[src/rtl/rr_arb_pkg.sv]
// Shared types and elaboration helpers for the round-robin arbiter.
`default_nettype none

package rr_arb_pkg;

  typedef enum logic [0:0] {
    IDLE  = 1'b0,
    GRANT = 1'b1
  } state_e;

  // Constant-safe ceil(log2(v)); returns 0 for v <= 1.
  function automatic int clog2(input int v);
    int r;
    r = 0;
    for (int i = 0; i < 31; i++) begin
      if ((1 << i) < v) r = i + 1;
    end
    return r;
  endfunction

  function automatic int onehot_to_idx(input logic [31:0] v);
    int r;
    r = 0;
    for (int i = 0; i < 32; i++) begin
      if (v[i]) r = i;
    end
    return r;
  endfunction

endpackage

`default_nettype wire

[src/rtl/rr_pick.sv]
// Rotating find-first: first set req bit scanning ptr, ptr+1, ... modulo NUM_REQ.
`default_nettype none

module rr_pick #(
  parameter int NUM_REQ = 4,
  parameter int IDX_W   = 2
) (
  input  logic [NUM_REQ-1:0] req,
  input  logic [IDX_W-1:0]   ptr,
  output logic               found,
  output logic [IDX_W-1:0]   idx
);

  always_comb begin
    int cand;
    found = 1'b0;
    idx   = '0;
    for (int i = 0; i < NUM_REQ; i++) begin
      // ptr is always < NUM_REQ, so one conditional subtract wraps correctly
      cand = int'(ptr) + i;
      if (cand >= NUM_REQ) cand = cand - NUM_REQ;
      if (!found && req[cand]) begin
        found = 1'b1;
        idx   = cand[IDX_W-1:0];
      end
    end
  end

endmodule

`default_nettype wire

[src/rtl/rr_arbiter_n.sv]
// N-way round-robin arbiter with registered one-hot grant and grant tenure.
// Define RR_HOLD_LIMIT_EN to bound a held tenure to MAX_HOLD cycles while others wait.
`default_nettype none

module rr_arbiter_n
  import rr_arb_pkg::*;
#(
  parameter int NUM_REQ  = 4,
  parameter int MAX_HOLD = 16
) (
  input  logic                                             axis_clk,
  input  logic                                             axis_reset,
  input  logic [NUM_REQ-1:0]                               req,
  output logic [NUM_REQ-1:0]                               gnt,
  output logic                                             gnt_valid,
  output logic [((clog2(NUM_REQ) < 1) ? 1 : clog2(NUM_REQ))-1:0] gnt_idx
);

  localparam int IDX_W = (clog2(NUM_REQ) < 1) ? 1 : clog2(NUM_REQ);

  state_e               state_q, state_d;
  logic [IDX_W-1:0]     ptr_q, ptr_d;
  logic [NUM_REQ-1:0]   gnt_q, gnt_d;
  logic [IDX_W-1:0]     idx_q, idx_d;

  logic                 pick_found;
  logic [IDX_W-1:0]     pick_idx;
  logic [IDX_W-1:0]     pick_ptr_nxt;
  logic [NUM_REQ-1:0]   pick_gnt;

`ifdef RR_HOLD_LIMIT_EN
  localparam int HOLD_W = (clog2(MAX_HOLD + 1) < 1) ? 1 : clog2(MAX_HOLD + 1);
  logic [HOLD_W-1:0]    hold_q, hold_d;
`else
  logic                 unused_max_hold;
  assign unused_max_hold = (MAX_HOLD > 0);
`endif

  rr_pick #(
    .NUM_REQ (NUM_REQ),
    .IDX_W   (IDX_W)
  ) u_pick (
    .req   (req),
    .ptr   (ptr_q),
    .found (pick_found),
    .idx   (pick_idx)
  );

  assign pick_ptr_nxt = (pick_idx == IDX_W'(NUM_REQ - 1)) ? '0 : pick_idx + 1'b1;
  assign pick_gnt     = NUM_REQ'(1) << pick_idx;

  always_comb begin
    state_d = state_q;
    ptr_d   = ptr_q;
    gnt_d   = gnt_q;
    idx_d   = idx_q;
`ifdef RR_HOLD_LIMIT_EN
    hold_d  = hold_q;
`endif
    case (state_q)
      IDLE: begin
        if (pick_found) begin
          state_d = GRANT;
          gnt_d   = pick_gnt;
          idx_d   = pick_idx;
          ptr_d   = pick_ptr_nxt;
`ifdef RR_HOLD_LIMIT_EN
          hold_d  = '0;
`endif
        end
      end
      GRANT: begin
        if (!req[idx_q]) begin
          // Owner released: ptr already sits past the owner, so the pick is the next in turn
          if (pick_found) begin
            gnt_d = pick_gnt;
            idx_d = pick_idx;
            ptr_d = pick_ptr_nxt;
          end else begin
            state_d = IDLE;
            gnt_d   = '0;
            idx_d   = '0;
          end
`ifdef RR_HOLD_LIMIT_EN
          hold_d = '0;
`endif
        end else begin
`ifdef RR_HOLD_LIMIT_EN
          if (hold_q == HOLD_W'(MAX_HOLD - 1)) begin
            hold_d = '0;
            // Owner is scanned last from ptr, so a different pick means someone else waits
            if ((req & ~gnt_q) != '0) begin
              gnt_d = pick_gnt;
              idx_d = pick_idx;
              ptr_d = pick_ptr_nxt;
            end
          end else begin
            hold_d = hold_q + 1'b1;
          end
`endif
        end
      end
      default: begin
        state_d = IDLE;
        gnt_d   = '0;
        idx_d   = '0;
      end
    endcase
  end

  always_ff @(posedge axis_clk) begin
    if (axis_reset) begin
      state_q <= IDLE;
      ptr_q   <= '0;
      gnt_q   <= '0;
      idx_q   <= '0;
`ifdef RR_HOLD_LIMIT_EN
      hold_q  <= '0;
`endif
    end else begin
      state_q <= state_d;
      ptr_q   <= ptr_d;
      gnt_q   <= gnt_d;
      idx_q   <= idx_d;
`ifdef RR_HOLD_LIMIT_EN
      hold_q  <= hold_d;
`endif
    end
  end

  assign gnt       = gnt_q;
  assign gnt_valid = (state_q == GRANT);
  assign gnt_idx   = idx_q;

endmodule

`default_nettype wire
[config.mk]
export PLATFORM = sky130hd
export DESIGN_NAME = rr_arbiter_n
export DESIGN_NICKNAME = d
export VERILOG_FILES = /design/src/rtl/rr_arb_pkg.sv /design/src/rtl/rr_pick.sv /design/src/rtl/rr_arbiter_n.sv
export SDC_FILE = /design/constraint.sdc
export NUM_CORES = 1
export LEC_CHECK = 0
export ABC_AREA = 1
export BUFFER_PORTS_ARGS = -buffer_cell sky130_fd_sc_hd__buf_2
export CAP_MARGIN = 20
export CELL_PAD_IN_SITES_DETAIL_PLACEMENT = 0
export CELL_PAD_IN_SITES_GLOBAL_PLACEMENT = 2
export CORE_MARGIN = 2
export CORE_UTILIZATION = 28
export CTS_CLUSTER_SIZE = 10
export DETAILED_ROUTE_END_ITERATION = 10
export PLACE_DENSITY = 0.84
export SETUP_SLACK_MARGIN = 0.15
export SKIP_LAST_GASP = 1
export SLEW_MARGIN = 20
export SYNTH_ARGS = -nofsm -noshare
export SYNTH_HDL_FRONTEND = slang
export SYNTH_SLANG_ARGS = --single-unit
[constraint.sdc]
create_clock -name axis_clk -period 2.3 [get_ports axis_clk]
set_clock_uncertainty 0.05 [all_clocks]
set_input_delay 0.23 -clock axis_clk [delete_from_list [all_inputs] [get_ports axis_clk]]
set_output_delay 0.23 -clock axis_clk [all_outputs]
set_load 0.01 [all_outputs]
Yosys cells after proc, flatten, opt, wreduce, memory -nomap -nowiden
Cells that the tools add are included.
{ "totals": {"regBits": 9, "wordCells": 74} }
{ "op_classes": {"add_sub_neg": 8, "magnitude_cmp": 9, "eq_ne": 3, "shift": 1, "mux": 41, "n_bitwise": 1, "reduce_logical": 7} }
{ "ops": {"columns": ["op", "n"], "rows": [
  ["$lt A32 B4 Y1 const B", 4],
  ["$mux W32", 4],
  ["$ge A32 B4 Y1 const B", 3],
  ["$sub A32 B4 Y32 const B", 3],
  ["$mux W2", 10],
  ["$mux W1", 15],
  ["$mux W4", 3],
  ["$bmux W1 S2", 5],
  ["$pmux W2 S2", 2],
  ["$pmux W4 S2", 1],
  ["$add A2 B2 Y3 const B", 2],
  ["$ne A2 B2 Y1 const B", 2],
  ["$shl A1 B2 Y4 const A", 1],
  ["$sub A2 B3 Y4 const B", 1],
  ["$add A2 B1 Y3 const B", 1],
  ["$ge A2 B3 Y1 const B", 1],
  ["$logic_and A1 B1 Y1", 3],
  ["$logic_not A1 Y1", 3],
  ["$lt A2 B3 Y1 const B", 1],
  ["$add A2 B1 Y2 const B", 1],
  ["$eq A2 B2 Y1 const B", 1],
  ["$pmux W1 S2", 1],
  ["$reduce_and A2 Y1", 1],
  ["$not A1 Y1", 1]
]} }

Longest topological paths before layout
Gate-level depths: netlist of the first run.
{ "depth": {"ltp_word": 20, "ltp_mapped": 15, "ltp_nobuf": 14} }

By module
Synthesis of the first run repeated with hierarchy kept, for this count alone.
{ "hier_totals": {"cells_unflattened": 121, "hier_area_um2": 787.0} }
{ "modules_own_cells": {"columns": ["module", "n_inst", "cells_per_inst", "area_each_um2", "seq_area_each_um2"], "rows": [
  ["rr_arbiter_n", 1, 62, 467.9, 180.2],
  ["rr_pick", 1, 59, 319.1, 0.0]
]} }

Worst setup path after synthesis of the first run
No wires, ideal clock.
{ "synth_path": {"path_kind": "flip-flop to flip-flop", "from": "register ptr_q[0]", "to": "register ptr_q[1]", "setup_ns": 0.113, "t_arrival_ns": 1.577, "slack_ns": 0.560, "path_stages_with_launch": 14, "path_buffers": 1, "synth_period_minus_slack_ns": 1.740, "cell_sequence": "dfxtp_1 > buf_6 > inv_8 > nand2_2 > nand3_1 > nand2_1 > nor2_4 > nand3_2 > nand3_1 > inv_1 > ha_1 > inv_1 > o21ai_1 > nor2_1"} }
{ "synth_via": {"elab_chain_len": 20} }
{ "synth_lines": {"columns": ["item", "line_no", "source"], "rows": [
  ["start, declared", "rr_arbiter_n.sv:22", "logic [IDX_W-1:0] ptr_q, ptr_d;"],
  ["start signal, assigned", "rr_arbiter_n.sv:122", "ptr_q <= ptr_d;"],
  ["branches (longest 17 deep; another with $sub A32 B4 Y32)", null, null],
  ["$mux W2 *", "rr_arbiter_n.sv:62, rr_arbiter_n.sv:75", null],
  ["$mux W2", "rr_arbiter_n.sv:73", "if (!req[idx_q]) begin"],
  ["$pmux W2 S2 *", "rr_arbiter_n.sv:60", "case (state_q)"]
]} }
Mark *: on every way between the ends. The select of a mux whose other input is x is not followed.
A chain may end at the register's enable or synchronous reset.

Final worst setup path of the first run
Same ends and word-level chain as after synthesis.

==> flow_summary_export.csv, run 1 <==
group,metric,value,unit
status,status,"completed",
die,core-area,0.00248,mm²
die,die_x,55.1,µm
global_route,grt_pass1_vias,617,
job,cap_violations,0,
hold_path,hp-start,"axis_reset",
timing,tightestPinTransition,0.254,ns
die,die_y,55.1,µm
yosys,synth_area,731,µm²
critical_path,worstSetupPathType,"reg2reg",
global_route,grt_overflow,0,
final_layout,antenna_cells,0,
place,gp_congestion,0.788,
timing,fmax,530,MHz
routing,drc_errors,0,
yosys,synth.distinct_cells,20,
critical_path,critPathRequiredTime,2.40,ns
die,ios,13,
critical_path,reg2reg_slack,0.41,ns
clock_tree,cts_hold_buf,0,
pwr,power.density,1410,mW/mm²
hold_path,holdPathEnd,"gnt_idx[1]",
clock_tree,clkLatencyLatePin,0.26,ns
critical_path,crit_path_end_kind,"flop",
yosys,synthCells,118,
global_route,antenna_found_initial,0,
final_layout,area_growth,15.6,%
die,die_area,0.00303,mm²
timing,finalWorstSetupSlack,0.414,ns
timing,finalSetupTns,0,ns
timing,min_period,1.89,ns
global_route,grt_start_max_net_pins,12,
clock_tree,cts_tree,"done",
critical_path,worstPathArrival,1.99,ns
critical_path,timing.rr.end,"ptr_q[1]",
routing,vias,739,
yosys,ys_seq_elements,9,
final_layout,postLayoutCellArea,845,µm²
timing,hold_violations,0,
routing,firstDrtPassIters,4,
routing,drt_iter0_markers,26,
place,postPlaceCellArea,813,µm²
final_layout,nNetsFinal,144,
pwr,leakage,0.464,nW
hold_path,whs_path_depth,2,
place,portBuffers,12,
die,fp-row-count,18,
timing,fin_crit_sh,0.820,
critical_path,r2r_cells,12,
place,dp_slack,0.185,ns
critical_path,r2r_start,"ptr_q[0]",
pwr,ir_drop,0.609,mV
clock_tree,cts.sinks,9,
routing,viasPerCell,4.53,
place,hpwl,1.28,mm
timing,rsz0062_at_grt,"no",
clock_tree,cts-root-buf,"clkbuf_4",
yosys,synth-edff-count,0,
timing,drv_slew,0,
clock_tree,htreeDepth,1,
yosys,synth_area_per_cell,6.19,µm²
yosys,synth_seq_area_share,0.247,
global_route,grt_use_total,0.120,
hold_path,holdCritPathClass,"in2reg",
yosys,syn_nets,128,
die,initial_core_util,0.295,
clock_tree,clock_path_buffers,2,
critical_path,start_kind,"flop",
routing,ant_nets,0,
yosys,synth-async-reset-ratio,0,
routing,wl_per_cell,9.61,µm
yosys,synth-main-ff-cell,"dfxtp_1",
critical_path,critPathMaxFanout,10,
global_route,grt_pass1_wl,2.57,mm
final_layout,final_cells,163,
routing,drt-total-wl,1.57,mm
place,dpl.cell_count,159,
clock_tree,cts.reportedPaths.clkPinSlew,0.06,ns
timing,setup_violations,0,
yosys,yosys_warnings,0,
timing,relSlewSlack,0.830,
final_layout,drive_gt1_frac,0.248,
clock_tree,numCtsBuffers,3,
==> metrics by stage <==
| step | power [mW] | hold WS [ns] | utilization |
|---|---|---|---|
| final | 1.19 | 0.146 | 0.341 |
| after global routing | 1.35 | 0.138 | 0.341 |
| after CTS | 1.20 | 0.139 | 0.339 |
| after detailed placement | 1.07 | 0.419 | 0.328 |
| after global placement | 1.07 | 0.417 | 0.328 |
| after floorplan | 0.930 | 0.242 | - |
==> worst max-delay path by stage <==
stage	startpoint	endpoint	depth (start not counted)
finish	ptr_q[0]	ptr_q[1]	12
global route	ptr_q[0]	ptr_q[1]	12
CTS	ptr_q[0]	ptr_q[1]	11
detailed placement	ptr_q[0]	ptr_q[1]	11
global placement	ptr_q[0]	ptr_q[1]	11
floorplan	ptr_q[0]	ptr_q[1]	13
==> kinds of logic after synthesis <==
group	share of synthesized area
buf+inv	0.134
compound gates	0.0925
fa+ha+maj	0.0685
flops	0.247
simple gates	0.459
==> worst max-delay path, stage by stage, from the launching register on <==
cell,delay (ns)
dfxtp_4,0.39
inv_8,0.09
nand2_2,0.06
nand3_1,0.09
nand2_1,0.10
nor2_4,0.12
nand3_2,0.10
nand3_1,0.20
inv_1,0.09
ha_1,0.28
inv_1,0.03
o21ai_1,0.11
nor2_1,0.04
==> state kept, by name (all words and copies together), names as in the netlist <==
register   cells
gnt_idx        2
gnt_valid      1
ptr_q          2
gnt            4
==> synth_stat cells, types with 2 or more instances <==
master / count / area (µm²)
nand3_1: 13 / 65.1
nand2_2: 8 / 50.1
nand3_2: 2 / 20.0
nand2_1: 40 / 150
a21oi_1: 6 / 30.0
nor2_1: 7 / 26.3
dfxtp_1: 9 / 180
ha_1: 4 / 50.1
o21ai_1: 2 / 10.0
inv_1: 16 / 60.1
buf_6: 2 / 22.5
==> where the power goes <==
part	internal (mW)	switching (mW)	total, mW	leakage [nW]
clock	0.0668	0.0537	0.120	0.0150
sequential	0.222	0.0713	0.293	0.0752
combinational	0.279	0.499	0.779	0.374
total	0.568	0.624	1.19	0.464
==> layout make-up <==
| class | instances | area (µm²) |
|---|---|---|
| tap | 30 | 37.5 |
| fill | 289 | 1630 |
| multi-input combinational | 89 | 453 |
| clock buffer | 4 | 26.3 |
| inverter | 18 | 75.1 |
| timing repair buffer | 13 | 67.6 |
| sequential | 9 | 185 |
==> layer usage <==
metal,global-route usage,part of all wire,up-vias
met1,0.157,0.49,330
met5,0,0,-
met4,0.0732,0.0077,0
met3,0.00806,0.023,2
li1,-,-,399
met2,0.192,0.48,8
==> cell usage in the layout (no fill, tap or decap), types with 2 or more instances in the layout <==
cell | synthesis | layout
nand2_1 | 40 | 40
inv_1 | 16 | 16
o21ai_1 | 2 | 2
ha_1 | 4 | 4
nand3_1 | 13 | 13
a21oi_1 | 6 | 6
nand3_2 | 2 | 2
buf_2 | 0 | 12
nor2_1 | 7 | 7
clkbuf_4 | 0 | 3
nand2_2 | 8 | 8
dfxtp_1 | 9 | 7
==> timing repair <==
| item | 4_1_cts | 5_1_grt |
|---|---|---|
| buffers inserted | 0 | 0 |
| endpoints found under the setup margin | 0 | 4 |
| gates resized for setup | 0 | 3 |
(Power assumes the default switching activity.)
==> inputs of run 2 (changes only) <==
Settings changed: CORE_UTILIZATION 28 to 25, PLACE_DENSITY 0.84 to 0.8.
Clock period 2.3 ns to 1.5 ns, I/O delays scaled along.
==> flow_summary_export.csv, run 2 (synthesis results as in run 1) <==
group,metric,value,unit
job,cap_violations,0,
global_route,grt_start_max_net_pins,10,
routing,firstDrtPassIters,4,
clock_tree,cts_tree,"done",
die,die_y,58.1,µm
pwr,p_int,1.42,mW
pwr,power.total,2.78,mW
critical_path,crit_path_end_kind,"flop",
critical_path,start_kind,"flop",
hold_path,hp-start,"axis_reset",
status,violations,"negative setup slack",
routing,wl_per_cell,11.0,µm
pwr,power.share.sequential,0.157,
pwr,ir_drop,1.14,mV
pwr,leakage,0.581,nW
clock_tree,cts_hold_buf,0,
timing,drv_slew,0,
routing,drc_errors,0,
timing,setup_violations,9,
final_layout,nNetsFinal,162,
final_layout,largest_reg_flops,4,
hold_path,holdCritPathClass,"in2reg",
die,die_area,0.00337,mm²
timing,tightestPinTransition,0.313,ns
place,dp_slack,-0.320,ns
critical_path,worstPathArrival,1.96,ns
critical_path,critPathRequiredTime,1.61,ns
routing,drt_iter0_markers,18,
clock_tree,cts.sinks,9,
timing,fmax,541,MHz
die,ios,13,
clock_tree,numCtsBuffers,3,
timing,min_period,1.85,ns
routing,drt-total-wl,2.00,mm
pwr,sw_frac_of_total,0.489,
global_route,grt_pass1_wl,3.15,mm
clock_tree,clkLatencyLatePin,0.26,ns
timing,relSlewSlack,0.791,
pwr,pwr-share-clk,0.067,
global_route,antenna_found_initial,0,
clock_tree,cts.reportedPaths.clkPinSlew,0.06,ns
die,initial_core_util,0.265,
die,core-area,0.00276,mm²
status,status,"finished, violations left",
clock_tree,cts-root-buf,"clkbuf_4",
pwr,comb_power_share,0.775,
critical_path,worstSetupPathType,"reg2reg",
critical_path,r2r_start,"ptr_q[0]",
final_layout,layout_commonest_cell,"nand2_1",
timing,finalWorstSetupSlack,-0.347,ns
final_layout,drive_gt1_frac,0.583,
pwr,p_sw,1.36,mW
timing,rsz0062_at_grt,"yes",
clock_tree,htreeDepth,1,
place,gp_congestion,0.769,
routing,viasPerCell,4.63,
routing,vias,843,
die,die_x,58.1,µm
clock_tree,clock_path_buffers,2,
routing,ant_nets,0,
global_route,grt_pass1_vias,754,
place,hpwl,1.45,mm
timing,fin_crit_sh,1.23,
global_route,grt_overflow,0,
final_layout,fillCellCount,295,
place,portBuffers,12,
final_layout,area_growth,60.4,%
pwr,power.density,2370,mW/mm²
critical_path,critPathLaunch,"ptr_q[0]",
timing,hold_violations,0,
final_layout,layout_common_cells,"nand2_1 (24), nand2_2 (23), inv_1 (12), buf_2 (12), buf_4 (10)",
die,fp-row-count,19,
final_layout,antenna_cells,0,
critical_path,critPathMaxFanout,4,
global_route,grt_use_total,0.121,
## run 2: changes by cell type in the layout (fill, tap and decap cells not counted), moves of 3 or more
cell     delta
a21oi_1     -3
a21oi_2     +3
buf_4       +9
buf_6       +9
ha_1        -3
inv_1       -4
inv_2       +4
nand2_1    -16
nand2_2    +15
nand3_1     -8
nand3_2     +6
## run 2: area by class of cell
class	count	area, µm²	share of cell area
Multi-Input combinational cell	89	611	0.521
Timing Repair Buffer	31	236	0.202
Sequential cell	9	185	0.158
Inverter	18	75.1	0.0640
Tap cell	31	38.8	0.0331
Clock buffer	4	26.3	0.0224
## run 2: metrics by stage
step	util	area [µm²]	setup TNS, ns	instances	hold WS, ns
after floorplan	-	762	-0.433	118	0.162
after global placement	0.339	936	-1.90	172	0.339
after detailed placement	0.339	936	-1.84	172	0.352
after CTS	0.352	971	-1.44	176	0.0755
after global routing	0.425	1170	-2.96	182	0.0857
final	0.425	1170	-2.27	182	0.0885
## run 2: what timing repair did
action	CTS	global route
resized for setup	4	45
pin swaps	0	23
endpoints found under the setup margin	9	9
buffers inserted	0	6
## run 2: final timing paths
kind,to,slack (ns),cells past startpoint
worst max register to register,ptr_q[1],-0.35,14
worst min-delay path,gnt[3],0.09,2
worst min register to register,gnt[3],0.43,2
worst max-delay path,ptr_q[1],-0.35,14
## run 2: power by group through the flow
stage	Combinational, mW	Clock [mW]	Sequential, mW
after floorplan	1.08	0	0.433
after global placement	1.51	0	0.442
after detailed placement	1.51	0	0.447
after CTS	1.54	0.194	0.449
after global routing	2.38	0.211	0.454
final	2.16	0.187	0.438
## run 2: critical path, stage by stage, from the launching register on
cell and delay [ns]:
dfxtp_4 0.37, buf_6 0.13, buf_6 0.11, nand2_2 0.04, nand2_1 0.05, nand2_1 0.08, nand2_2 0.07, nor2_4 0.16
nand3_2 0.08, nand3_2 0.10, inv_2 0.06, ha_4 0.26, inv_2 0.03, o21ai_2 0.11, nor2_1 0.05
## run 2: per-layer routing
layer  wire, µm  vias up  track usage
met5          0        -            0
met4         46        0       0.0698
met3         55        5       0.0201
met2       1070       11        0.206
met1        827      391        0.144
li1           -      436            -
==> inputs of run 3 (changes only) <==
Settings changed: RECOVER_POWER set to 25.
==> flow_summary_export.csv, run 3 (synthesis results as in run 1) <==
group,metric,value,unit
pwr,sw_frac_of_total,0.489,
final_layout,postLayoutCellArea,0.00117,mm²
routing,wl_met1,827,µm
routing,highest-signal-layer,"met4",
timing,hold_violations,0,
die,core-area,0.00276,mm²
pwr,power.density,2380,mW/mm²
pwr,pwr-share-clk,0.067,
clock_tree,clock_path_buffers,2,
timing,setup_violations,9,
routing,met3_length,55,µm
pwr,leakage,0.577,nW
global_route,antenna_found_initial,0,
pwr,p_int,1.42,mW
global_route,grt_pass1_wl,3.15,mm
final_layout,multi_input_area,611,µm²
timing,drv_slew,0,
die,die_x,58.1,µm
routing,drc_errors,0,
routing,wl_met2,1.07,mm
routing,drt_iter0_markers,18,
timing,tightestPinTransition,0.313,ns
routing,vias,843,
critical_path,critPathMaxStageDelay,0.37,ns
final_layout,layout.area.seq,185,µm²
routing,firstDrtPassIters,4,
timing,relSlewSlack,0.791,
global_route,grt_pass1_vias,754,
clock_tree,numCtsBuffers,3,
die,fp-row-count,19,
timing,fin_crit_sh,1.23,
critical_path,critPathRequiredTime,1.61,ns
final_layout,largest_reg_flops,4,
critical_path,critPathMaxFanout,4,
status,status,"finished, violations left",
pwr,comb_power_share,0.775,
global_route,grt_start_max_net_pins,10,
place,portBuffers,12,
critical_path,crit_path_cell_trace,"buf_6 > buf_6 > nand2_2 > nand2_1 > nand2_1 > nand2_2 > nor2_4 > nand3_2 > nand3_2 > inv_2 > ha_4 > inv_2 > o21ai_2 > nor2_1",
die,ios,13,
final_layout,fillCellCount,295,
final_layout,antenna_cells,0,
critical_path,worstSetupPathType,"reg2reg",
clock_tree,cts-root-buf,"clkbuf_4",
status,violations,"negative setup slack",
die,die_area,0.00337,mm²
final_layout,nNetsFinal,162,
timing,min_period,1.85,ns
routing,wl_per_cell,11.0,µm
job,cap_violations,0,
place,gp_congestion,0.769,
pwr,ir_drop,1.14,mV
pwr,power.share.sequential,0.158,
pwr,p_sw,1.36,mW
clock_tree,cts.sinks,9,
clock_tree,cts_tree,"done",
timing,finalSetupTns,-2.27,ns
critical_path,crit_path_end_kind,"flop",
final_layout,area_growth,60.3,%
critical_path,worstPathArrival,1.96,ns
routing,ant_nets,0,
critical_path,critPathSlowestCell,"dfxtp_4",
place,postPlaceCellArea,936,µm²
clock_tree,clkLatencyLatePin,0.26,ns
global_route,grt_use_total,0.121,
final_layout,layout_commonest_cell,"nand2_1",
routing,drt-total-wl,2.00,mm
critical_path,start_kind,"flop",
hold_path,holdCritPathClass,"in2reg",
die,initial_core_util,0.265,
timing,finalWorstSetupSlack,-0.347,ns
clock_tree,htreeDepth,1,
timing,fmax,541,MHz
final_layout,layout_common_cells,"nand2_1 (24), nand2_2 (23), inv_1 (12)",
die,die_y,58.1,µm
place,hpwl,1.45,mm
final_layout,drive_gt1_frac,0.576,
timing,whs,0.0884,ns
global_route,grt_overflow,0,
pwr,power.total,2.78,mW
final_layout,final_core_util,0.425,
clock_tree,cts.reportedPaths.clkPinSlew,0.06,ns
routing,viasPerCell,4.63,
timing,rsz0062_at_grt,"yes",
## run 3: changes by cell type in the layout (fill, tap and decap cells not counted), sizes merged
cell,delta
clkbuf,+1
buf,-1
## run 3: worst max-delay path: cells and delay by family, from the launching register on
kind | cells | cell delay (ns)
compound gates | 1 | 0.11
flops | 1 | 0.37
fa+ha+maj | 1 | 0.26
buf+inv | 4 | 0.33
simple gates | 8 | 0.63
## run 3: metal layers
layer / global-route usage / vias to the layer above
met1: 0.144 / 391
met3: 0.0201 / 5
met2: 0.206 / 11
li1: - / 436
met4: 0.0698 / 0
met5: 0 / -
## run 3: path summary, 6_finish.rpt
| path | from | to | slack [ns] | cells after the start |
|---|---|---|---|---|
| setup / recovery | ptr_q[0] | ptr_q[1] | -0.35 | 14 |
| hold / removal | axis_reset | gnt[3] | 0.09 | 2 |
| setup reg to reg | ptr_q[0] | ptr_q[1] | -0.35 | 14 |
| hold reg to reg | gnt[3] | gnt[3] | 0.43 | 2 |
## run 3: metrics by stage
step	setup slack (ns)	cells
2_1_floorplan	-0.175	118
3_3_place_gp	-0.312	172
3_5_place_dp	-0.320	172
4_1_cts	-0.265	176
5_1_grt	-0.437	182
6_report	-0.347	182
## run 3: area by class of cell
type / count / share of cell area
multi-input cells: 89 / 0.521
repair buffers: 31 / 0.201
flip-flops and latches: 9 / 0.158
inverters: 18 / 0.0641
well taps: 31 / 0.0331
clock buffers: 4 / 0.0224
## run 3: repair_timing
item	in CTS	in global routing
setup endpoints to repair	9	9
gates resized for setup	4	45
gates cloned	0	0
hold buffers	0	0
setup buffers	0	6
pin swaps	0	23
## run 3: power by group through the flow
| stage | logic [mW] | registers, mW | clock network (mW) |
|---|---|---|---|
| final | 2.16 | 0.439 | 0.187 |
| after global routing | 2.37 | 0.454 | 0.211 |
| after CTS | 1.54 | 0.449 | 0.194 |
| after detailed placement | 1.51 | 0.447 | 0 |
| after global placement | 1.51 | 0.442 | 0 |
| after floorplan | 1.08 | 0.433 | 0 |
